===== config.mk =====
export PLATFORM = sky130hd
export DESIGN_NAME = calc_seq_unit_flat
export DESIGN_NICKNAME = d
export VERILOG_FILES = /design/src/rtl/calc_pkg.sv /design/src/rtl/calc_seq_unit_if.sv /design/src/rtl/btn_edge.sv /design/src/rtl/calc_seq_unit.sv /design/src/flat_wrapper.sv
export SDC_FILE = /design/constraint.sdc
export NUM_CORES = 1
export LEC_CHECK = 0
export CAP_MARGIN = 0
export CORE_UTILIZATION = 40
export DETAILED_ROUTE_END_ITERATION = 8
export SLEW_MARGIN = 0
export SYNTH_ARGS = -nofsm -noshare
export SYNTH_HDL_FRONTEND = slang
export SYNTH_SLANG_ARGS = --single-unit

===== constraint.sdc =====
create_clock -name clk -period 2.48 [get_ports clk]
set_input_delay 0.496 -clock clk [delete_from_list [all_inputs] [get_ports clk]]
set_output_delay 0.496 -clock clk [all_outputs]
set_load 0.02 [all_outputs]

===== src/rtl/calc_pkg.sv =====
// Shared definitions for the calculator sequencer: FSM state encoding and
// operation select codes.
package calc_pkg;

   typedef enum logic [1:0] {
      S_IDLE  = 2'b00,
      S_ENTRY = 2'b01,
      S_OPER  = 2'b11
   } state_t;

   localparam logic OP_ADD = 1'b0;
   localparam logic OP_SUB = 1'b1;

   function automatic logic state_is_legal(input logic [1:0] code);
      return (code == S_IDLE) || (code == S_ENTRY) || (code == S_OPER);
   endfunction

endpackage


===== src/rtl/calc_seq_unit_if.sv =====
// Button, keypad and display-driver signals of the calculator sequencer.
interface calc_seq_unit_if #(
   parameter int WIDTH = 8
);
   logic             enter;
   logic             number;
   logic             total;
   logic             clear;
   logic             valid;
   logic             op;
   logic [WIDTH-1:0] data_in;
   logic             store;
   logic             update;
   logic             clr;
   logic             show;
   logic             ovf;
   logic [1:0]       state;
   logic [WIDTH-1:0] display;

   modport master (
      output enter, number, total, clear, valid, op, data_in,
      input  store, update, clr, show, ovf, state, display
   );

   modport slave (
      input  enter, number, total, clear, valid, op, data_in,
      output store, update, clr, show, ovf, state, display
   );
endinterface


===== src/rtl/btn_edge.sv =====
// Registers one button level and flags its rising edge for the current cycle.
module btn_edge (
   input  logic clk,
   input  logic reset,
   input  logic level,
   output logic pulse
);

   logic prev_q;
   logic prev_d;

   always_comb begin
      prev_d = level;
   end

   always_ff @(posedge clk or posedge reset) begin
      if (reset) begin
         prev_q <= 1'b0;
      end else begin
         prev_q <= prev_d;
      end
   end

   assign pulse = level & ~prev_q;

endmodule


===== src/rtl/calc_seq_unit.sv =====
// Calculator sequencer: button edge events drive the IDLE/ENTRY/OPER FSM,
// the accumulator/operand datapath and the display-driver strobes.
//
//  state   | meaning
//  --------+------------------------------------------------
//  S_IDLE  | cleared, waiting for the first entered value
//  S_ENTRY | acc holds a value, waiting for an operand
//  S_OPER  | operand captured, next enter applies the op
//  2'b10   | illegal, forced back to S_IDLE on the next clock
module calc_seq_unit
   import calc_pkg::*;
#(
   parameter int WIDTH = 8,
   parameter bit SAT   = 1'b0
) (
   input  logic           clk,
   input  logic           reset,
   calc_seq_unit_if.slave bus
);

   logic ev_enter;
   logic ev_number;
   logic ev_total;
   logic ev_clear;

   btn_edge u_enter  (.clk(clk), .reset(reset), .level(bus.enter),  .pulse(ev_enter));
   btn_edge u_number (.clk(clk), .reset(reset), .level(bus.number), .pulse(ev_number));
   btn_edge u_total  (.clk(clk), .reset(reset), .level(bus.total),  .pulse(ev_total));
   btn_edge u_clear  (.clk(clk), .reset(reset), .level(bus.clear),  .pulse(ev_clear));

   state_t           state_q, state_d;
   logic [WIDTH-1:0] acc_q, acc_d;
   logic [WIDTH-1:0] opnd_q, opnd_d;
   logic             show_q, show_d;
   logic             ovf_q, ovf_d;
   logic             store_q, store_d;
   logic             update_q, update_d;
   logic             clr_q, clr_d;

   logic [WIDTH:0]   sum_w;
   logic [WIDTH:0]   diff_w;
   logic [WIDTH-1:0] arith_res;
   logic             arith_ovf;

   // The extra top bit of each result is the carry (add) or borrow (sub).
   always_comb begin
      sum_w  = {1'b0, acc_q} + {1'b0, opnd_q};
      diff_w = {1'b0, acc_q} - {1'b0, opnd_q};
      if (bus.op == OP_SUB) begin
         arith_ovf = diff_w[WIDTH];
         arith_res = (SAT && arith_ovf) ? '0 : diff_w[WIDTH-1:0];
      end else begin
         arith_ovf = sum_w[WIDTH];
         arith_res = (SAT && arith_ovf) ? '1 : sum_w[WIDTH-1:0];
      end
   end

   always_comb begin
      state_d  = state_is_legal(state_q) ? state_q : S_IDLE;
      acc_d    = acc_q;
      opnd_d   = opnd_q;
      show_d   = show_q;
      ovf_d    = ovf_q;
      store_d  = 1'b0;
      update_d = 1'b0;
      clr_d    = 1'b0;

      // One event per cycle; an enter without valid still takes its slot.
      if (ev_clear) begin
         state_d = S_IDLE;
         acc_d   = '0;
         opnd_d  = '0;
         show_d  = 1'b0;
         ovf_d   = 1'b0;
         clr_d   = 1'b1;
      end else if (ev_enter) begin
         if (bus.valid) begin
            case (state_q)
               S_IDLE, S_ENTRY: begin
                  acc_d   = bus.data_in;
                  store_d = 1'b1;
                  state_d = S_ENTRY;
               end
               S_OPER: begin
                  acc_d    = arith_res;
                  ovf_d    = ovf_q | arith_ovf;
                  update_d = 1'b1;
                  state_d  = S_ENTRY;
               end
               default: state_d = S_IDLE;
            endcase
         end
      end else if (ev_number) begin
         if (state_q == S_ENTRY) begin
            opnd_d  = bus.data_in;
            state_d = S_OPER;
         end
      end else if (ev_total) begin
         show_d = ~show_q;
      end
   end

   always_ff @(posedge clk or posedge reset) begin
      if (reset) begin
         state_q  <= S_IDLE;
         acc_q    <= '0;
         opnd_q   <= '0;
         show_q   <= 1'b0;
         ovf_q    <= 1'b0;
         store_q  <= 1'b0;
         update_q <= 1'b0;
         clr_q    <= 1'b0;
      end else begin
         state_q  <= state_d;
         acc_q    <= acc_d;
         opnd_q   <= opnd_d;
         show_q   <= show_d;
         ovf_q    <= ovf_d;
         store_q  <= store_d;
         update_q <= update_d;
         clr_q    <= clr_d;
      end
   end

   assign bus.store   = store_q;
   assign bus.update  = update_q;
   assign bus.clr     = clr_q;
   assign bus.show    = show_q;
   assign bus.ovf     = ovf_q;
   assign bus.state   = state_q;
   assign bus.display = show_q ? acc_q : opnd_q;

endmodule

===== src/flat_wrapper.sv =====
// flat-port wrapper written by rule: the top's interface ports become plain ports
module calc_seq_unit_flat import calc_pkg::*;
#(
   parameter int WIDTH = 8,
   parameter bit SAT   = 1'b0
)
  (clk, reset, bus_enter, bus_number, bus_total, bus_clear, bus_valid, bus_op, bus_data_in, bus_store, bus_update, bus_clr, bus_show, bus_ovf, bus_state, bus_display);
  calc_seq_unit_if #(.WIDTH(WIDTH)) bus_i ();
  input  logic clk;
  input  logic reset;
  input wire logic [$bits(bus_i.enter)-1:0] bus_enter;
  input wire logic [$bits(bus_i.number)-1:0] bus_number;
  input wire logic [$bits(bus_i.total)-1:0] bus_total;
  input wire logic [$bits(bus_i.clear)-1:0] bus_clear;
  input wire logic [$bits(bus_i.valid)-1:0] bus_valid;
  input wire logic [$bits(bus_i.op)-1:0] bus_op;
  input wire logic [$bits(bus_i.data_in)-1:0] bus_data_in;
  output wire logic [$bits(bus_i.store)-1:0] bus_store;
  output wire logic [$bits(bus_i.update)-1:0] bus_update;
  output wire logic [$bits(bus_i.clr)-1:0] bus_clr;
  output wire logic [$bits(bus_i.show)-1:0] bus_show;
  output wire logic [$bits(bus_i.ovf)-1:0] bus_ovf;
  output wire logic [$bits(bus_i.state)-1:0] bus_state;
  output wire logic [$bits(bus_i.display)-1:0] bus_display;
  assign bus_i.enter = bus_enter;
  assign bus_i.number = bus_number;
  assign bus_i.total = bus_total;
  assign bus_i.clear = bus_clear;
  assign bus_i.valid = bus_valid;
  assign bus_i.op = bus_op;
  assign bus_i.data_in = bus_data_in;
  assign bus_store = bus_i.store;
  assign bus_update = bus_i.update;
  assign bus_clr = bus_i.clr;
  assign bus_show = bus_i.show;
  assign bus_ovf = bus_i.ovf;
  assign bus_state = bus_i.state;
  assign bus_display = bus_i.display;
  calc_seq_unit #(.WIDTH(WIDTH), .SAT(SAT)) u_core (.clk(clk), .reset(reset), .bus(bus_i));
endmodule

# ---- After elaboration in Yosys (flattened, before gate mapping)
# Cells that the tools add are included.
dict set report classes {
  add_sub_neg 2
  n_reduce_logical 16
  bitwise 10
  eq_ne 4
  mux 35
}
# cell n
set ops {}
lappend ops {{$mux 8} 9}
lappend ops {{$mux 1} 19}
lappend ops {{$pmux 8 s2} 1}
lappend ops {{$mux 2} 6}
lappend ops {{$reduce_and 3->1} 4}
lappend ops {{$reduce_bool 2->1} 6}
lappend ops {{$add 8x8->9} 1}
lappend ops {{$sub 8x8->9} 1}
lappend ops {{$not 1->1} 5}
lappend ops {{$and 1x1->1} 4}
lappend ops {{$ne 2x2->1 const B} 2}
lappend ops {{$reduce_bool 3->1} 1}
lappend ops {{$reduce_or 3->1} 1}
lappend ops {{$eq 2x1->1 const B} 1}
lappend ops {{$eq 2x2->1 const B} 1}
lappend ops {{$logic_not 2->1} 1}
lappend ops {{$logic_or 1x1->1} 2}
lappend ops {{$reduce_or 2->1} 1}
lappend ops {{$or 1x1->1} 1}
dict set report totals {
  output_inout_bits 15
  register_bits 27
  wordCells 79
  inputBits 16
}

# ---- Longest topological paths before layout
dict set report logic_depth {
  word_depth 8
  depth_mapped 9
}

# ---- Cells and area by module
# From an unflattened synthesis, not the netlist that was laid out.
dict set report unflattened {
  hier_cells 222
  hier_area_um2 1934.4
}
# mod area_per_inst_um2 cells_per_inst seq_area_each_um2 instances
set modules_own_cells {}
lappend modules_own_cells {calc_seq_unit 1764.2 210 575.6 1}
lappend modules_own_cells {btn_edge 42.5 3 25.0 4}

# ---- Worst setup path before layout
# No wires, ideal clock.
dict set report synth_path {
  path_type {flip-flop to flip-flop}
  startpoint {register u_core.opnd_q[0]}
  endpoint {register u_core.acc_q[6]}
  path_stages_with_launch 9
  t_required_ns 2.347
  path_slack_ns 0.405
  t_arrival_ns 1.942
  setup_ns 0.133
  path_cell_list {dfrtp_1 ha_1 fa_1 and2b_1 o211ai_1 a21bo_1 a31oi_1 xnor2_1 o32ai_2}
}
dict set report synth_between {
  elab_chain_cells 6
  word_cells_on_any_way 7
}
# item line
set synth_lines {}
lappend synth_lines {{from (decl)} calc_seq_unit.sv:33} ;# logic [WIDTH-1:0] opnd_q, opnd_d;
lappend synth_lines {{from (signal assigned)} calc_seq_unit.sv:116} ;# opnd_q <= opnd_d;
lappend synth_lines {{$add 8x8->9 or $sub 8x8->9 (tied branches)} {calc_seq_unit.sv:47, calc_seq_unit.sv:48}}
lappend synth_lines {{$mux 8 *} calc_seq_unit.sv:49} ;# if (bus.op == OP_SUB) begin
lappend synth_lines {{$pmux 8 s2 *} calc_seq_unit.sv:78} ;# case (state_q)
lappend synth_lines {{$mux 8 *} calc_seq_unit.sv:77} ;# if (bus.valid) begin
lappend synth_lines {{$mux 8 *} calc_seq_unit.sv:76} ;# end else if (ev_enter) begin
lappend synth_lines {{$mux 8 *} calc_seq_unit.sv:69} ;# if (ev_clear) begin
lappend synth_lines {{to (signal assigned)} calc_seq_unit.sv:106} ;# acc_q <= '0;
lappend synth_lines {{to (signal assigned)} calc_seq_unit.sv:115} ;# acc_q <= acc_d;
lappend synth_lines {{to (decl)} calc_seq_unit.sv:32} ;# logic [WIDTH-1:0] acc_q, acc_d;
# Mark *: on every way between the ends. The rest lies on a longest branch, timed or not. The select of a mux whose other input is x is not followed.
# A chain may end at the register's enable or synchronous reset.

# ---- Final worst setup path
dict set report layout_path {
  startpoint {register u_core.show_q (netlist: u_core.bus.show)}
  endpoint {output bus_display[4]}
}
dict set report layout_between {
  elab_chain_cells 1
}
# item line
set layout_lines {}
lappend layout_lines {{from (decl)} calc_seq_unit.sv:34} ;# logic show_q, show_d;
lappend layout_lines {{from (signal assigned)} calc_seq_unit.sv:117} ;# show_q <= show_d;
lappend layout_lines {{$mux 8} calc_seq_unit.sv:131} ;# assign bus.display = show_q ? acc_q : opnd_q;
lappend layout_lines {{to (decl)} flat_wrapper.sv:24} ;# output wire logic [$bits(bus_i.display)-1:0] bus_display;
# Every way passes these cells.

==> summary.md <==
| Metric | Value |
|---|---|
| Register area share after synthesis | 35.7% |
| Share of layout cells above drive strength 1 | 8.71% |
| Vias | 1,559 |
| Slew @ Worst Pin | 638 ps |
| # nets final | around 280 |
| Worst vdd ir | 0.000262 V |
| Synth area leaders | dfrtp_1 36%, ha_1 11%, mux2i_1 5.3%, nor2_1 5.0%, inv_1 3.8% |
| DR WL/cell | between 10 and 15 um |
| Ant diodes | 0 |
| Delay of the slowest critical-path stage | 660 ps |
| Fin Setup TNS | 0 ps |
| R2R Path End | u_core.acc_q[6] |
| Worst setup SP type | flop |
| FMAX | 0.441 GHz |
| Most frequent cells in the layout | 30 x clkdlybuf4s50_1, 26 x dfrtp_1, 25 x nor2_1, 19 x inv_1, 16 x ha_1 |
| Minimum clock period | approximately 2300 ps |
| Die height | 70.8 um |
| RSZ-0062 raised after global routing | false |
| Die footprint | approximately 0.0050 mm^2 |
| Largest net degree at the start of global routing | 28 |
| Power Total | around 1.2 mW |
| Ports | 31 |
| Met1 usage | 29.9% |
| Kind of end point of the critical path | output port |
| CP max stage cell | clkdlybuf4s50_1 |
| Synth Area per Inst | approximately 9.2 um^2 |
| Final Instance Area | about 0.0023 mm^2 |
| Core Region | approximately 0.0044 mm^2 |
| Post-synth top area share | 35.7% |
| Critical path depth in cells | 2 |
| Die width | 70.8 um |
| Clock Latency Late Sink | 280 ps |
| Fill cell count | roughly 420 |
| Post-route ant nets | 0 |
| Most common cell after layout, fill and taps aside | clkdlybuf4s50_1 |
| Synth cell types | 47 |
| Rows | 24 |
| CTS H-Tree Depth | 1 |
| Vias in the first global route | 1,566 |
| Number of DRC markers in iteration 0 | 66 |
| Post-synthesis async set-or-reset flop share | 100% |
| Cell area after placement | 0.00228 mm^2 |
| IO buf count | 30 |
| Critical Path AT | between 1500 and 2000 ps |
| Post-Syn Area | between 0.0015 and 0.002 mm^2 |
| WP buf/inv | 1 |
| Area leader, netlist | dfrtp_1 |
| Status | complete, no violations |
| WHS | 567 ps |
| Syn Inst Count | 205 |
| Cts hold-fix bufs | 0 |
| CTS Buffer Depth | 2 |
| GP Congestion | approximately 0.9 |
| DRC Markers | 0 |
| Final Cycle Share | about 91% |
| Max Cap Viol | 0 |
| GRT overflow | 0 |
| Post-DR vias/cell | between 5 and 6 |
| Dpl cells | 289 |
| Number of setup violations in the final report | 0 |
| Yosys reg bits | 27 |
| R2R Path Start | u_core.opnd_q[0] |
| Routed wire length | 4.27 mm |
| Starting Density | 42.6% |
| Pleak | 1.02 nW |
| Gr usage total | 19.2% |
| GR peak layer | met1 |
| Hpwl dp | 3.23 mm |
| Final Slew Violations | 0 |
| Crit path kind | reg2out |
| Worst hold path class | in2async |
| WP data required | between 1500 and 2000 ps |
| R2R cell count | 8 |
| Clock transition at path regs | 100 ps |
| R2r setup slk | 270 ps |
| Worst path cell trace | o21ai_0 -> clkdlybuf4s50_1 |
| First-pass GRT wire length | ~7.6 mm |
| Met3 global-route usage | 1.42% |
| Non-filler cells in the finished layout | 293 |
| Worst Path Max Fanout | 17 |
| Worst slew margin | 57.3% |
| CTS Buf Count | 3 |
| Root Buffer | clkbuf_8 |
| Met2 usage | around 28% |
| Synth warnings | 0 |
| PD cells | 509 mW/mm^2 |
| Clock sinks | 27 |
| Area delta synth->final | 23.2% |
| Max Clock Skew | around 2.6 ps |
| Synthesized Nets | 239 |
| Number of synthesized flops with an enable pin | 0 |
| CP top delay family | buffers and inverters |
| CTS tree | yes |
| Drt pass-1 iters | 6 |
| Initial antenna violation count | 0 |
| Fin. Hold Viols | 0 |
| Ys flop type | dfrtp_1 |
==> repair_timing <==
item                       CTS  global route
setup endpoints to repair    0             4
hold endpoints to repair     0             0
resized for setup            0             1
setup buffers                0             0
==> synth_stat cells (2+ instances only) <==
cell and n:
o22ai_1 3, o211a_1 2, nor3_1 2, a31oi_1 3
a211oi_1 6, nor2b_1 7, xnor2_1 4, dfrtp_1 27
o211ai_1 3, a21oi_1 12, nor2_1 25, fa_1 2
o21ai_0 13, o21a_1 3, buf_2 2, nand2b_1 2
a22oi_1 3, mux2i_1 10, inv_1 19, o31ai_1 2
buf_6 2, clkbuf_1 3, ha_1 16, nand2_1 10
xor2_1 2
==> per-stage QoR <==
step                      setup WS [ps]  utilization [%]
after CTS                          18.8             52.5
after floorplan                     405                -
after global placement              298             51.4
after detailed placement            281             51.4
final                               212             52.5
after global routing               87.9             52.5
==> cell families after synthesis <==
kind of cell               Yosys count  synth area share [%]
AOI/OAI and AO/OA                   60                  21.8
muxes                               11                  5.88
xor gates and xnor gates             6                  2.77
DFF                                 27                  35.7
buffers and inverters               26                  6.08
adders and majority gates           18                  12.7
and+or+nand+nor                     57                  15.1
==> registers in the layout (all words and copies together), names as in the netlist <==
name / cells
u_core.acc_q: 8
u_core.bus.clr: 1
u_core.bus.ovf: 1
u_core.bus.show: 1
u_core.bus.state: 2
u_core.bus.store: 1
u_core.bus.update: 1
u_core.opnd_q: 8
u_core.u_clear.prev_q: 1
u_core.u_enter.prev_q: 1
u_core.u_number.prev_q: 1
u_core.u_total.prev_q: 1
==> final cells by class <==
class | instances | area, um^2 | area share, %
clock inverter | 1 | 7.51 | 0.322
clock buffer | 3 | 41.3 | 1.77
inverter | 19 | 71.3 | 3.06
timing repair buffer | 39 | 368 | 15.8
multi-input combinational | 152 | 1100 | 47.3
tap | 52 | 65.1 | 2.79
sequential | 27 | 677 | 29.0
==> worst max-delay path by stage <==
stage	from	endpoint	slack (ps)
6_report	u_core.bus.show	bus_display[4]	210
5_1_grt	u_core.acc_q[0]	u_core.acc_q[6]	90
4_1_cts	u_core.bus.show	bus_display[0]	20
3_5_place_dp	u_core.opnd_q[0]	u_core.acc_q[6]	280
3_3_place_gp	u_core.opnd_q[0]	u_core.acc_q[6]	300
2_1_floorplan	u_core.opnd_q[0]	u_core.acc_q[6]	410
==> worst reg2reg max path, cell delays in order (launching register included) <==
cell      delay (ps)
dfrtp_1          430
ha_1             240
fa_1             430
and2b_1          220
o211ai_1          80
a21bo_1          220
a31oi_1          210
xnor2_1          100
o32ai_2          190
==> metal layers <==
layer / part of all wire [%] / routed length [um]
met1: 54 / 2290
met2: 43 / 1860
met3: 1.7 / 72
met4: 1.2 / 50
met5: 0 / 0
==> report_power, final <==
group          internal, mW  switching [mW]  total, mW
combinational         0.193           0.211      0.404
sequential            0.474          0.0480      0.522
clock                 0.114           0.149      0.264
total                 0.781           0.408       1.19
Note: power is estimated with default switching activity, not from simulation.
